$ cat src/rtl/axi_rd_arb_pkg.sv
// Shared encodings and default widths for the two-master AXI read arbiter.
// Latency: n/a (types and constants only).
// Backpressure: n/a.
package axi_rd_arb_pkg;

    localparam int DEF_ADDR_W      = 25;
    localparam int DEF_DATA_W      = 16;
    localparam int DEF_LEN_W       = 8;
    localparam int DEF_TIMEOUT_CYC = 1024;

    typedef enum logic [1:0] {
        IDLE = 2'd0,
        ADDR = 2'd1,
        DATA = 2'd2
    } arb_state_t;

endpackage

$ cat src/rtl/rr_pick2.sv
// Two-way round-robin pick: a lone requester wins; on a tie the one not granted last wins.
// Latency: combinational.
// Backpressure: none; the caller decides when the pick is consumed.
module rr_pick2 (
    input  logic [1:0] req_i,
    input  logic       last_i,
    output logic       vld_o,
    output logic       winner_o
);

    assign vld_o    = |req_i;
    assign winner_o = (&req_i) ? ~last_i : req_i[1];

endmodule

$ cat src/rtl/axi_read_arbiter.sv
// Round-robin share of one AXI read port (AR+R) between two masters; optional watchdog via AXI_RD_ARB_TIMEOUT_EN.
// Latency: AR registered one cycle after arvalid is sampled; R is routed combinationally to the owner.
// Backpressure: slave arready/rvalid pass straight to the owner; owner rready drives s_rready; loser sees no arready.
module axi_read_arbiter
    import axi_rd_arb_pkg::*;
#(
    parameter int ADDR_W      = DEF_ADDR_W,
    parameter int DATA_W      = DEF_DATA_W,
    parameter int LEN_W       = DEF_LEN_W,
    parameter int TIMEOUT_CYC = DEF_TIMEOUT_CYC
) (
    input  logic              clk,
    input  logic              reset_n,
    input  logic              m0_arvalid,
    output logic              m0_arready,
    input  logic [ADDR_W-1:0] m0_araddr,
    input  logic [LEN_W-1:0]  m0_arlen,
    output logic              m0_rvalid,
    input  logic              m0_rready,
    output logic [DATA_W-1:0] m0_rdata,
    output logic [1:0]        m0_rresp,
    output logic              m0_rlast,
    input  logic              m1_arvalid,
    output logic              m1_arready,
    input  logic [ADDR_W-1:0] m1_araddr,
    input  logic [LEN_W-1:0]  m1_arlen,
    output logic              m1_rvalid,
    input  logic              m1_rready,
    output logic [DATA_W-1:0] m1_rdata,
    output logic [1:0]        m1_rresp,
    output logic              m1_rlast,
    output logic              s_arvalid,
    input  logic              s_arready,
    output logic [ADDR_W-1:0] s_araddr,
    output logic [LEN_W-1:0]  s_arlen,
    input  logic              s_rvalid,
    output logic              s_rready,
    input  logic [DATA_W-1:0] s_rdata,
    input  logic [1:0]        s_rresp,
    input  logic              s_rlast,
    output logic              grant,
    output logic              busy,
    output logic              timeout_err
);

    arb_state_t        state_q, state_d;
    logic              grant_q, grant_d;
    logic              arvalid_q, arvalid_d;
    logic [ADDR_W-1:0] araddr_q, araddr_d;
    logic [LEN_W-1:0]  arlen_q, arlen_d;
    logic              pick_vld, pick_win;
    logic              in_addr, in_data, r_hs, wd_fire;

    rr_pick2 u_pick (
        .req_i   ({m1_arvalid, m0_arvalid}),
        .last_i  (grant_q),
        .vld_o   (pick_vld),
        .winner_o(pick_win)
    );

    assign in_addr  = (state_q == ADDR);
    assign in_data  = (state_q == DATA);
    assign s_rready = in_data & (grant_q ? m1_rready : m0_rready);
    assign r_hs     = s_rvalid & s_rready;

    assign m0_arready = in_addr & ~grant_q & s_arready;
    assign m1_arready = in_addr &  grant_q & s_arready;
    assign m0_rvalid  = in_data & ~grant_q & s_rvalid;
    assign m1_rvalid  = in_data &  grant_q & s_rvalid;
    assign m0_rdata   = m0_rvalid ? s_rdata : '0;
    assign m0_rresp   = m0_rvalid ? s_rresp : 2'b00;
    assign m0_rlast   = m0_rvalid & s_rlast;
    assign m1_rdata   = m1_rvalid ? s_rdata : '0;
    assign m1_rresp   = m1_rvalid ? s_rresp : 2'b00;
    assign m1_rlast   = m1_rvalid & s_rlast;

    assign s_arvalid = arvalid_q;
    assign s_araddr  = araddr_q;
    assign s_arlen   = arlen_q;
    assign grant     = grant_q;
    assign busy      = (state_q != IDLE);

`ifdef AXI_RD_ARB_TIMEOUT_EN
    localparam int CNT_W = $clog2(TIMEOUT_CYC) + 1;

    logic [CNT_W-1:0] wd_cnt_q, wd_cnt_d;
    logic             terr_q;

    // Counter is held at zero outside DATA, so entering DATA always starts from zero.
    always_comb begin
        wd_cnt_d = '0;
        if (in_data && !r_hs) wd_cnt_d = wd_cnt_q + CNT_W'(1);
    end

    assign wd_fire     = (wd_cnt_d == CNT_W'(TIMEOUT_CYC));
    assign timeout_err = terr_q;

    always_ff @(posedge clk or negedge reset_n) begin
        if (!reset_n) begin
            wd_cnt_q <= '0;
            terr_q   <= 1'b0;
        end else begin
            wd_cnt_q <= wd_cnt_d;
            terr_q   <= terr_q | wd_fire;
        end
    end
`else
    assign wd_fire     = 1'b0;
    assign timeout_err = 1'b0;
`endif

    always_comb begin
        state_d   = state_q;
        grant_d   = grant_q;
        arvalid_d = arvalid_q;
        araddr_d  = araddr_q;
        arlen_d   = arlen_q;
        case (state_q)
            IDLE: begin
                if (pick_vld) begin
                    grant_d   = pick_win;
                    araddr_d  = pick_win ? m1_araddr : m0_araddr;
                    arlen_d   = pick_win ? m1_arlen  : m0_arlen;
                    arvalid_d = 1'b1;
                    state_d   = ADDR;
                end
            end
            ADDR: begin
                if (s_arready) begin
                    arvalid_d = 1'b0;
                    state_d   = DATA;
                end
            end
            DATA: begin
                // Ownership ends on the rlast handshake alone; beats are not counted.
                if ((r_hs && s_rlast) || wd_fire) state_d = IDLE;
            end
            default: begin
                arvalid_d = 1'b0;
                state_d   = IDLE;
            end
        endcase
    end

    always_ff @(posedge clk or negedge reset_n) begin
        if (!reset_n) begin
            state_q   <= IDLE;
            grant_q   <= 1'b1;
            arvalid_q <= 1'b0;
            araddr_q  <= '0;
            arlen_q   <= '0;
        end else begin
            state_q   <= state_d;
            grant_q   <= grant_d;
            arvalid_q <= arvalid_d;
            araddr_q  <= araddr_d;
            arlen_q   <= arlen_d;
        end
    end

endmodule

$ cat config.mk
export PLATFORM = sky130hd
export DESIGN_NAME = axi_read_arbiter
export DESIGN_NICKNAME = d
export VERILOG_FILES = /design/src/rtl/axi_rd_arb_pkg.sv /design/src/rtl/rr_pick2.sv /design/src/rtl/axi_read_arbiter.sv
export SDC_FILE = /design/constraint.sdc
export NUM_CORES = 1
export LEC_CHECK = 0
export ABC_AREA = 0
export ABC_CLOCK_PERIOD_IN_PS = 2050
export CAP_MARGIN = 5
export CORE_MARGIN = 3
export CORE_UTILIZATION = 34
export DETAILED_ROUTE_END_ITERATION = 10
export PLACE_DENSITY = 0.78
export SLEW_MARGIN = 0
export SYNTH_ARGS = -nofsm -noshare
export SYNTH_HDL_FRONTEND = slang
export SYNTH_SLANG_ARGS = --single-unit
$ cat constraint.sdc
create_clock -name clk -period 2.05 [get_ports clk]
set_input_delay 0.41 -clock clk [delete_from_list [all_inputs] [get_ports clk]]
set_output_delay 0.41 -clock clk [all_outputs]
set_load 0.01 [all_outputs]
Word-level counts from Yosys, hierarchy flattened:

Index checks and enable logic that the tools add are counted.

* bitwise logic cells: 14
* reductions and logical operators: 8
* equal/unequal tests: 5
* multiplexer cells: 15

Operators by type and width (number)
* 16-bit 2-to-1 mux: 2
* 25-bit 2-to-1 mux: 1
* 1-bit bitwise AND: 12
* 2-bit 2-to-1 mux: 5
* 8-bit 2-to-1 mux: 1
* 2-bit case mux with 3 select lines: 1
* 3-bit AND reduction: 2
* 1-bit 2-to-1 mux: 4
* 2-bit != test (second input constant): 2
* 2-bit AND reduction: 2
* 1-bit case mux with 3 select lines: 1
* 2-bit by 1-bit == test with 1-bit output (second input constant): 1
* 2-bit == test (second input constant): 1
* 2-bit zero test: 1
* 2-bit by 1-bit != test with 1-bit output (second input constant): 1
* 1-bit inverter: 2
* 2-bit nonzero test: 1
* 2-bit OR reduction: 1
* 1-bit logical AND: 1

* flip-flop bits (word level): 37
* output and inout bits: 80

Logic depth before layout (Yosys ltp):

Gate-level depths: netlist (run 1).

* depth after elaboration: 6
* depth in mapped cells: 6

Hierarchy:

From an unflattened synthesis (run 1), not the netlist that was laid out.

* cells, all modules: 216
* area total of the unflattened synthesis: 2035.7 µm²

By module, submodules not included
* axi_read_arbiter: area an instance 2021.9 µm², sequential area each 927.1 µm², cells an instance 214, times used 1
* rr_pick2: area an instance 13.8 µm², sequential area each 0.0 µm², cells an instance 2, times used 1

Worst setup path after synthesis (run 1):

OpenSTA, ideal clock, no wires.

* kind: reg2out
* from: reg grant_q, in the netlist grant
* to: out m1_rdata[10]
* path buffers: 2
* data arrival time: 1.453 ns
* required time: 1.640 ns
* cell stages (with the launch flop): 6
* path slack: 0.187 ns
* cell sequence: dfstp_2 -> buf_2 -> inv_1 -> nor4b_2 -> buf_2 -> and2_1

* longest elaborated chain between the ends: 3

RTL lines
* start: declaration: RTL line axi_read_arbiter.sv:47 `logic grant_q, grant_d;`
* start signal: assignment: RTL line axi_read_arbiter.sv:154 `grant_q <= grant_d;`
* 1-bit bitwise AND (2 in a row): RTL line axi_read_arbiter.sv:69 `assign m1_rvalid = in_data & grant_q & s_rvalid;`
* via m1_rvalid: RTL line axi_read_arbiter.sv:27 `output logic m1_rvalid,`
* 16-bit 2-to-1 mux: RTL line axi_read_arbiter.sv:73 `assign m1_rdata = m1_rvalid ? s_rdata : '0;`
* end: declaration: RTL line axi_read_arbiter.sv:29 `output logic [DATA_W-1:0] m1_rdata,`

The timed path passes the listed nets, and every way through them passes these cells.

Worst setup path after layout (run 1):

* from: reg grant_q, in the netlist grant
* to: out m1_rdata[4]

* longest elaborated chain between the ends: 3

RTL lines (RTL line)
* 1-bit bitwise AND (2 in a row): axi_read_arbiter.sv:69
* 16-bit 2-to-1 mux: axi_read_arbiter.sv:73

Every way passes these cells.

==> results of run 1 <==
[per-layer routing]
layer | vias to the layer above | share of wire [%] | GRT usage, %
li1 | 1259 | - | -
met5 | - | 0 | 0
met4 | 0 | 0.83 | 4.04
met1 | 1211 | 38 | 23.1
met2 | 117 | 53 | 38.8
met3 | 6 | 8.1 | 5.20
[final cells by class]
cell class / count / area, µm² / share of cell area [%]
multi-input combinational: 192 / 1250 / 28.0
clock buffer: 6 / 82.6 / 1.85
clock inverter: 2 / 13.8 / 0.308
timing repair buffer: 213 / 2080 / 46.6
sequential: 37 / 928 / 20.8
tap: 77 / 96.3 / 2.16
inverter: 3 / 11.3 / 0.252
[worst max-delay path, stage by stage (launching register included)]
cell     delay (ns)
dfstp_2        0.56
inv_2          0.05
nor4b_4        0.29
buf_4          0.20
buf_6          0.10
buf_6          0.09
and2_1         0.11
buf_2          0.13
[path summary, 6_finish.rpt]
path,end,from
max,m1_rdata[4],grant$_DFFE_PN1P_
min,s_araddr[13]$_DFFE_PN0P_,reset_n
max reg2reg,s_araddr[0]$_DFFE_PN0P_,grant$_DFFE_PN1P_
min reg2reg,s_arvalid$_DFFE_PN0P_,s_arvalid$_DFFE_PN0P_
max in group asynchronous,state_q[0]$_DFFE_PN0P_,reset_n
min in group clk,s_arvalid$_DFFE_PN0P_,s_arvalid$_DFFE_PN0P_
[cells by family after synthesis]
family	Yosys count
other cells	1
buf+inv	28
simple gates	116
flops	37
mux	2
compound gates	73
[per-stage QoR]
| step | power [mW] | area [µm²] | hold slack (ns) | utilization, % |
|---|---|---|---|---|
| floorplan | 2.75 | 2260 | 0.114 | - |
| global placement | 4.05 | 4050 | 0.514 | 63.4 |
| detailed placement | 4.10 | 4050 | 0.519 | 63.4 |
| CTS | 4.84 | 4330 | 0.244 | 67.8 |
| global route | 5.19 | 4460 | 0.280 | 69.9 |
| finish | 4.87 | 4460 | 0.224 | 69.9 |
[layout by cell type (no fill, tap or decap), drive strengths merged, types with 2 or more instances in the layout]
master / Yosys / layout
a21oi: 34 / 34
a31oi: 33 / 33
and2: 39 / 39
buf: 18 / 79
clkbuf: 7 / 10
clkdlybuf4s50: 0 / 125
clkinv: 0 / 2
dfrtp: 36 / 36
dlygate4sd2: 0 / 3
inv: 3 / 3
mux2i: 2 / 2
nand2: 68 / 68
nor2: 4 / 4
nor4b: 2 / 2
o21ai: 3 / 3
[sequential cells by signal, indices dropped and copies added (netlist names)]
register	cells
s_araddr	25
s_arlen	8
state_q	2
grant	1
s_arvalid	1
[power by group through the flow]
stage / combinational [mW] / sequential (mW) / clock [mW]
detailed placement: 2.78 / 1.32 / 0
global placement: 2.74 / 1.30 / 0
floorplan: 1.28 / 1.48 / 0
CTS: 2.96 / 1.33 / 0.552
global route: 3.23 / 1.38 / 0.583
finish: 3.01 / 1.33 / 0.530
[repair_timing]
item / in CTS / in global routing
setup buffers: 21 / 4
pin swaps: 15 / 4
endpoints found under the setup margin: 43 / 35
cloned: 4 / 0
resized for setup: 193 / 55
==> qor.log, run 1 <==
qor: job.cap_viol_max_count 0
qor: worst_setup_path.arrival 1.80 ns
qor: timing.tns -1.58 ns
qor: synthesis.postSynth.asyncResetShare 100%
qor: timing.final.min_clock_period 2.21 ns
qor: synthesis.synth_fa_ha_area_share 0%
qor: global_route.largest_net_degree_at_the_start_of_global_routing 38
qor: worst_setup_path.critical_path_required 1.64 ns
qor: worst_setup_path.r2r_cells 6
qor: placed_design.place_worst_setup_slack -0.402 ns
qor: finish.n_antenna_cell 0
qor: synthesis.synth_top_family_by_area compound AO/OA/AOI/OAI gates
qor: floorplan.core_area 0.00639 mm²
qor: floorplan.floorplan.initialDensity 35.3%
qor: synthesis.post_synth_main_area_contributors dfrtp_1 (40%), nand2_1 (11%), and2_1 (11%)
qor: placed_design.gp_routability_congestion 0.735
qor: timing.report.final.hold_viol_count 0
qor: hold_path.holdCritPathClass input port to async pin
qor: power.netSwitchingPower 1.83 mW
qor: synthesis.synthXorXnorAreaFrac 0%
qor: synthesis.syn-cell-area 0.00226 mm²
qor: timing.max_clock_freq 0.453 GHz
qor: worst_setup_path.worstSetupPathType flop to output port
qor: route.drc 0
qor: placed_design.port-buffer-count 171
qor: clocking.cts-buffers-inserted 5
qor: route.wl_per_cell 15.7 µm
qor: worst_setup_path.critPathMaxFanout 3
qor: outcome.run_status complete, but fails checks
qor: worst_setup_path.worstSetupStartpointType flop
qor: synthesis.synth.net_count 350
qor: global_route.first_global_vias 2,572
qor: power.power.clock.fraction 10.9%
qor: floorplan.floorplan.die.height 87.5 µm
qor: power.power.switching_fraction 37.7%
qor: route.dr_total_vias 2,593
qor: clocking.cts_tree done
qor: placed_design.detailedPlacementHpwl 5.79 mm
qor: synthesis.synth_compound_area_share 25.3%
qor: global_route.grt_overflow_total 0
qor: clocking.cts_max_level 2
qor: worst_setup_path.critPathCaptureType output port
qor: timing.fin_crit_sh 108%
qor: global_route.grt_pass1_wl 12.4 mm
qor: route.drt_first_pass_iters 4
qor: timing.grt_setup_unrepaired yes
qor: synthesis.synthDominantCellAreaShare 39.9%
qor: synthesis.syn_inst 257
qor: route.routed_wl 8.32 mm
qor: floorplan.io_pins 173
qor: synthesis.yosysMostFrequentCell nand2_1
qor: synthesis.synth_enable_flop_cells 0
qor: synthesis.synth.yosys.seq_area_share 41.1%
qor: clocking.cts-root-to-sink-buffers 2
qor: power.static_leakage_power 1.96 nW
qor: timing.max_slew_vio_count 0
qor: synthesis.yosys.area.top_type dfrtp_1
qor: clocking.postCtsHoldBufs 0
qor: timing.postLayoutSetupSlackWorst -0.157 ns
qor: timing.finalSetupViolations 20
qor: finish.final_net_count 545
qor: power.peakVddDrop 0.000612 V
qor: synthesis.postSynthAreaPerCell 8.78 µm²
qor: outcome.failing_checks negative setup slack
qor: floorplan.dieWidth 87.5 µm
qor: route.drtIter0Drc 97
qor: route.post_drt_via_cell_ratio 4.89
qor: route.postRouteAntennaNets 0
qor: power.power_report.internal_total 3.03 mW
qor: floorplan.die-area 0.00765 mm²
qor: finish.fill_cell_total_of_the_finished_layout 493
qor: finish.synthToLayoutAreaGrowth 97.8%
qor: timing.slew_limit_headroom 43.2%
qor: synthesis.synth_cell_type_count 28
qor: global_route.global_route.usage.total 20.6%
qor: finish.final_layout_size_suffix_gt1_share 30.5%
qor: clocking.root_buffer_cell clkbuf_8
qor: timing.skew 0.0109 ns
qor: synthesis.synth_simple_gate_area_share 25.3%
qor: synthesis.synth_seq_cells 37
qor: power.power.share.combinational 61.9%
qor: clocking.clock_latency_of_the_later_clocked_register_in_the_worst_skew_pair 0.28 ns
qor: finish.final_non_filler_cell_total 530
qor: synthesis.yosysWarnings 0
qor: synthesis.synth_ff_type dfrtp_1
qor: worst_setup_path.r2r_slack 0.49 ns
qor: placed_design.post-place-cells 496
qor: clocking.worst_setup_hold_path_clk_slew 0.08 ns
qor: timing.worst-slew-pin-transition 0.852 ns
qor: floorplan.fp-row-count 29
qor: clocking.clkSinkCount 37
qor: power.power_density 1090 mW/mm²
qor: synthesis.ys_top_cells_by_count nand2_1 (68), and2_1 (38), dfrtp_1 (36)
qor: power.sequentialPowerShare 27.2%
qor: synthesis.yosys-mux-area-fraction 0.887%
qor: global_route.antenna_found_initial 0
(Power assumes the default switching activity.)
==> run 2, diff against run 1 <==
--- a/config.mk
+++ b/config.mk
@@ -16,3 +16,4 @@
 export SYNTH_ARGS = -nofsm -noshare
 export SYNTH_HDL_FRONTEND = slang
 export SYNTH_SLANG_ARGS = --single-unit
+export TNS_END_PERCENT = 1
==> qor.log, run 2 (same netlist as run 1, synthesis figures left out) <==
qor: finish.highest_count_cells_in_the_layout_ignoring_fill_and_taps clkdlybuf4s50_1 (125), nand2_1 (68), buf_2 (36)
qor: clocking.worst_setup_hold_path_clk_slew 0.08 ns
qor: worst_setup_path.cp_cell_sequence inv_2, nor4b_4, buf_4, buf_6, buf_6, and2_1, buf_2
qor: worst_setup_path.arrival 1.80 ns
qor: route.dr_total_vias 2,577
qor: job.cap_viol_max_count 0
qor: timing.grt_setup_unrepaired yes
qor: floorplan.fp-row-count 29
qor: global_route.global_route.usage.total 20.0%
qor: timing.final.min_clock_period 2.21 ns
qor: floorplan.core_area 0.00639 mm²
qor: global_route.grt_pass1_wl 12.1 mm
qor: floorplan.die-area 0.00765 mm²
qor: finish.max_ffs_per_register 25
qor: timing.fin_crit_sh 108%
qor: floorplan.floorplan.die.height 87.5 µm
qor: clocking.clock_latency_of_the_later_clocked_register_in_the_worst_skew_pair 0.28 ns
qor: global_route.first_global_vias 2,516
qor: clocking.cts_max_level 2
qor: clocking.root_buffer_cell clkbuf_8
qor: finish.final_net_count 540
qor: worst_setup_path.critical-path-max-stage-delay 0.55 ns
qor: power.total_power_after_layout 4.70 mW
qor: power.power_density 1120 mW/mm²
qor: timing.finalSetupViolations 18
qor: route.drc 0
qor: clocking.cts-buffers-inserted 5
qor: timing.postLayoutSetupSlackWorst -0.159 ns
qor: floorplan.io_pins 173
qor: route.drt_first_pass_iters 4
qor: worst_setup_path.timing.critical_path.slowest_stage_cell dfstp_2
qor: timing.worst-slew-pin-transition 0.856 ns
qor: worst_setup_path.critPathCaptureType output port
qor: worst_setup_path.worstSetupStartpointType flop
qor: worst_setup_path.worstSetupPathType flop to output port
qor: finish.commonest_non_fill_non_tap_cell_in_the_layout clkdlybuf4s50_1
qor: clocking.postCtsHoldBufs 0
qor: route.drtIter0Drc 92
qor: floorplan.dieWidth 87.5 µm
qor: placed_design.detailedPlacementHpwl 5.79 mm
qor: finish.synthToLayoutAreaGrowth 86.1%
qor: timing.hold_slack 0.227 ns
qor: timing.slew_limit_headroom 42.9%
qor: power.peakVddDrop 0.000612 V
qor: timing.report.final.hold_viol_count 0
qor: floorplan.floorplan.initialDensity 35.3%
qor: worst_setup_path.critPathBufInv 5
qor: timing.max_clock_freq 0.453 GHz
qor: clocking.cts-root-to-sink-buffers 2
qor: outcome.failing_checks negative setup slack
qor: clocking.clkSinkCount 37
qor: timing.skew 0.0105 ns
qor: placed_design.port-buffer-count 171
qor: outcome.run_status complete, but fails checks
qor: power.static_leakage_power 1.89 nW
qor: worst_setup_path.critPathMaxFanout 3
qor: hold_path.holdCritPathClass input port to async pin
qor: clocking.cts_tree done
qor: route.wl_per_cell 15.0 µm
qor: worst_setup_path.crit_path_frequent_cell buf_6
qor: route.post_drt_via_cell_ratio 4.91
qor: worst_setup_path.critical_path_required 1.64 ns
qor: finish.n_antenna_cell 0
qor: global_route.largest_net_degree_at_the_start_of_global_routing 38
qor: global_route.grt_overflow_total 0
qor: finish.final_layout_size_suffix_gt1_share 23.9%
qor: timing.max_slew_vio_count 0
qor: route.postRouteAntennaNets 0
qor: placed_design.gp_routability_congestion 0.735
qor: route.routed_wl 7.86 mm
qor: worst_setup_path.worst_path_dominant_cell_family flip-flops
qor: global_route.antenna_found_initial 0
==> run 2: metal layers <==
metal	global-route usage, %	part of all wire (%)	up-vias
met3	5.30	9.4	6
met5	0	0	-
met4	4.04	0.88	0
met1	22.4	37	1206
met2	37.5	53	117
li1	-	-	1248
==> run 2: power by group <==
group	internal [mW]	switching (mW)
combinational	1.53	1.32
clock	0.272	0.259
sequential	1.11	0.212
==> run 2: worst paths after layout <==
check                                           start                       end  slack (ns)  cells past startpoint
min in group clk                s_arvalid$_DFFE_PN0P_     s_arvalid$_DFFE_PN0P_        0.53                      2
worst min register to register  s_arvalid$_DFFE_PN0P_     s_arvalid$_DFFE_PN0P_        0.53                      2
max in group asynchronous                     reset_n    state_q[0]$_DFFE_PN0P_        1.21                      1
worst min-delay path                          reset_n  s_araddr[13]$_DFFE_PN0P_        0.23                      1
worst max-delay path                grant$_DFFE_PN1P_               m1_rdata[0]       -0.16                      7
worst max register to register      grant$_DFFE_PN1P_   s_araddr[0]$_DFFE_PN0P_        0.50                      6
==> run 2: final cells by class <==
type	count	area, µm²
Multi-Input combinational cell	192	1190
Sequential cell	37	928
Tap cell	77	96.3
Inverter	3	11.3
Clock buffer	6	82.6
Timing Repair Buffer	208	1880
Clock inverter	2	13.8
Fill cell	534	2180
==> run 2: through the flow <==
step                cells  area [µm²]  util, %  TNS [ns]  worst slack [ns]
global placement      496        4050     63.4    -13.44            -0.368
finish                525        4200     65.8     -1.40            -0.159
detailed placement    496        4050     63.4    -14.76            -0.402
CTS                   524        4150     65.0    -0.982            -0.134
floorplan             257        2260        -         0             0.187
global route          525        4200     65.8     -3.51            -0.239
==> run 2: repair_timing <==
item | 4_1_cts | 5_1_grt
setup buffers | 16 | 1
resized for setup | 174 | 13
pin swaps | 5 | 5
cloned | 4 | 0
setup endpoints to repair | 43 | 33
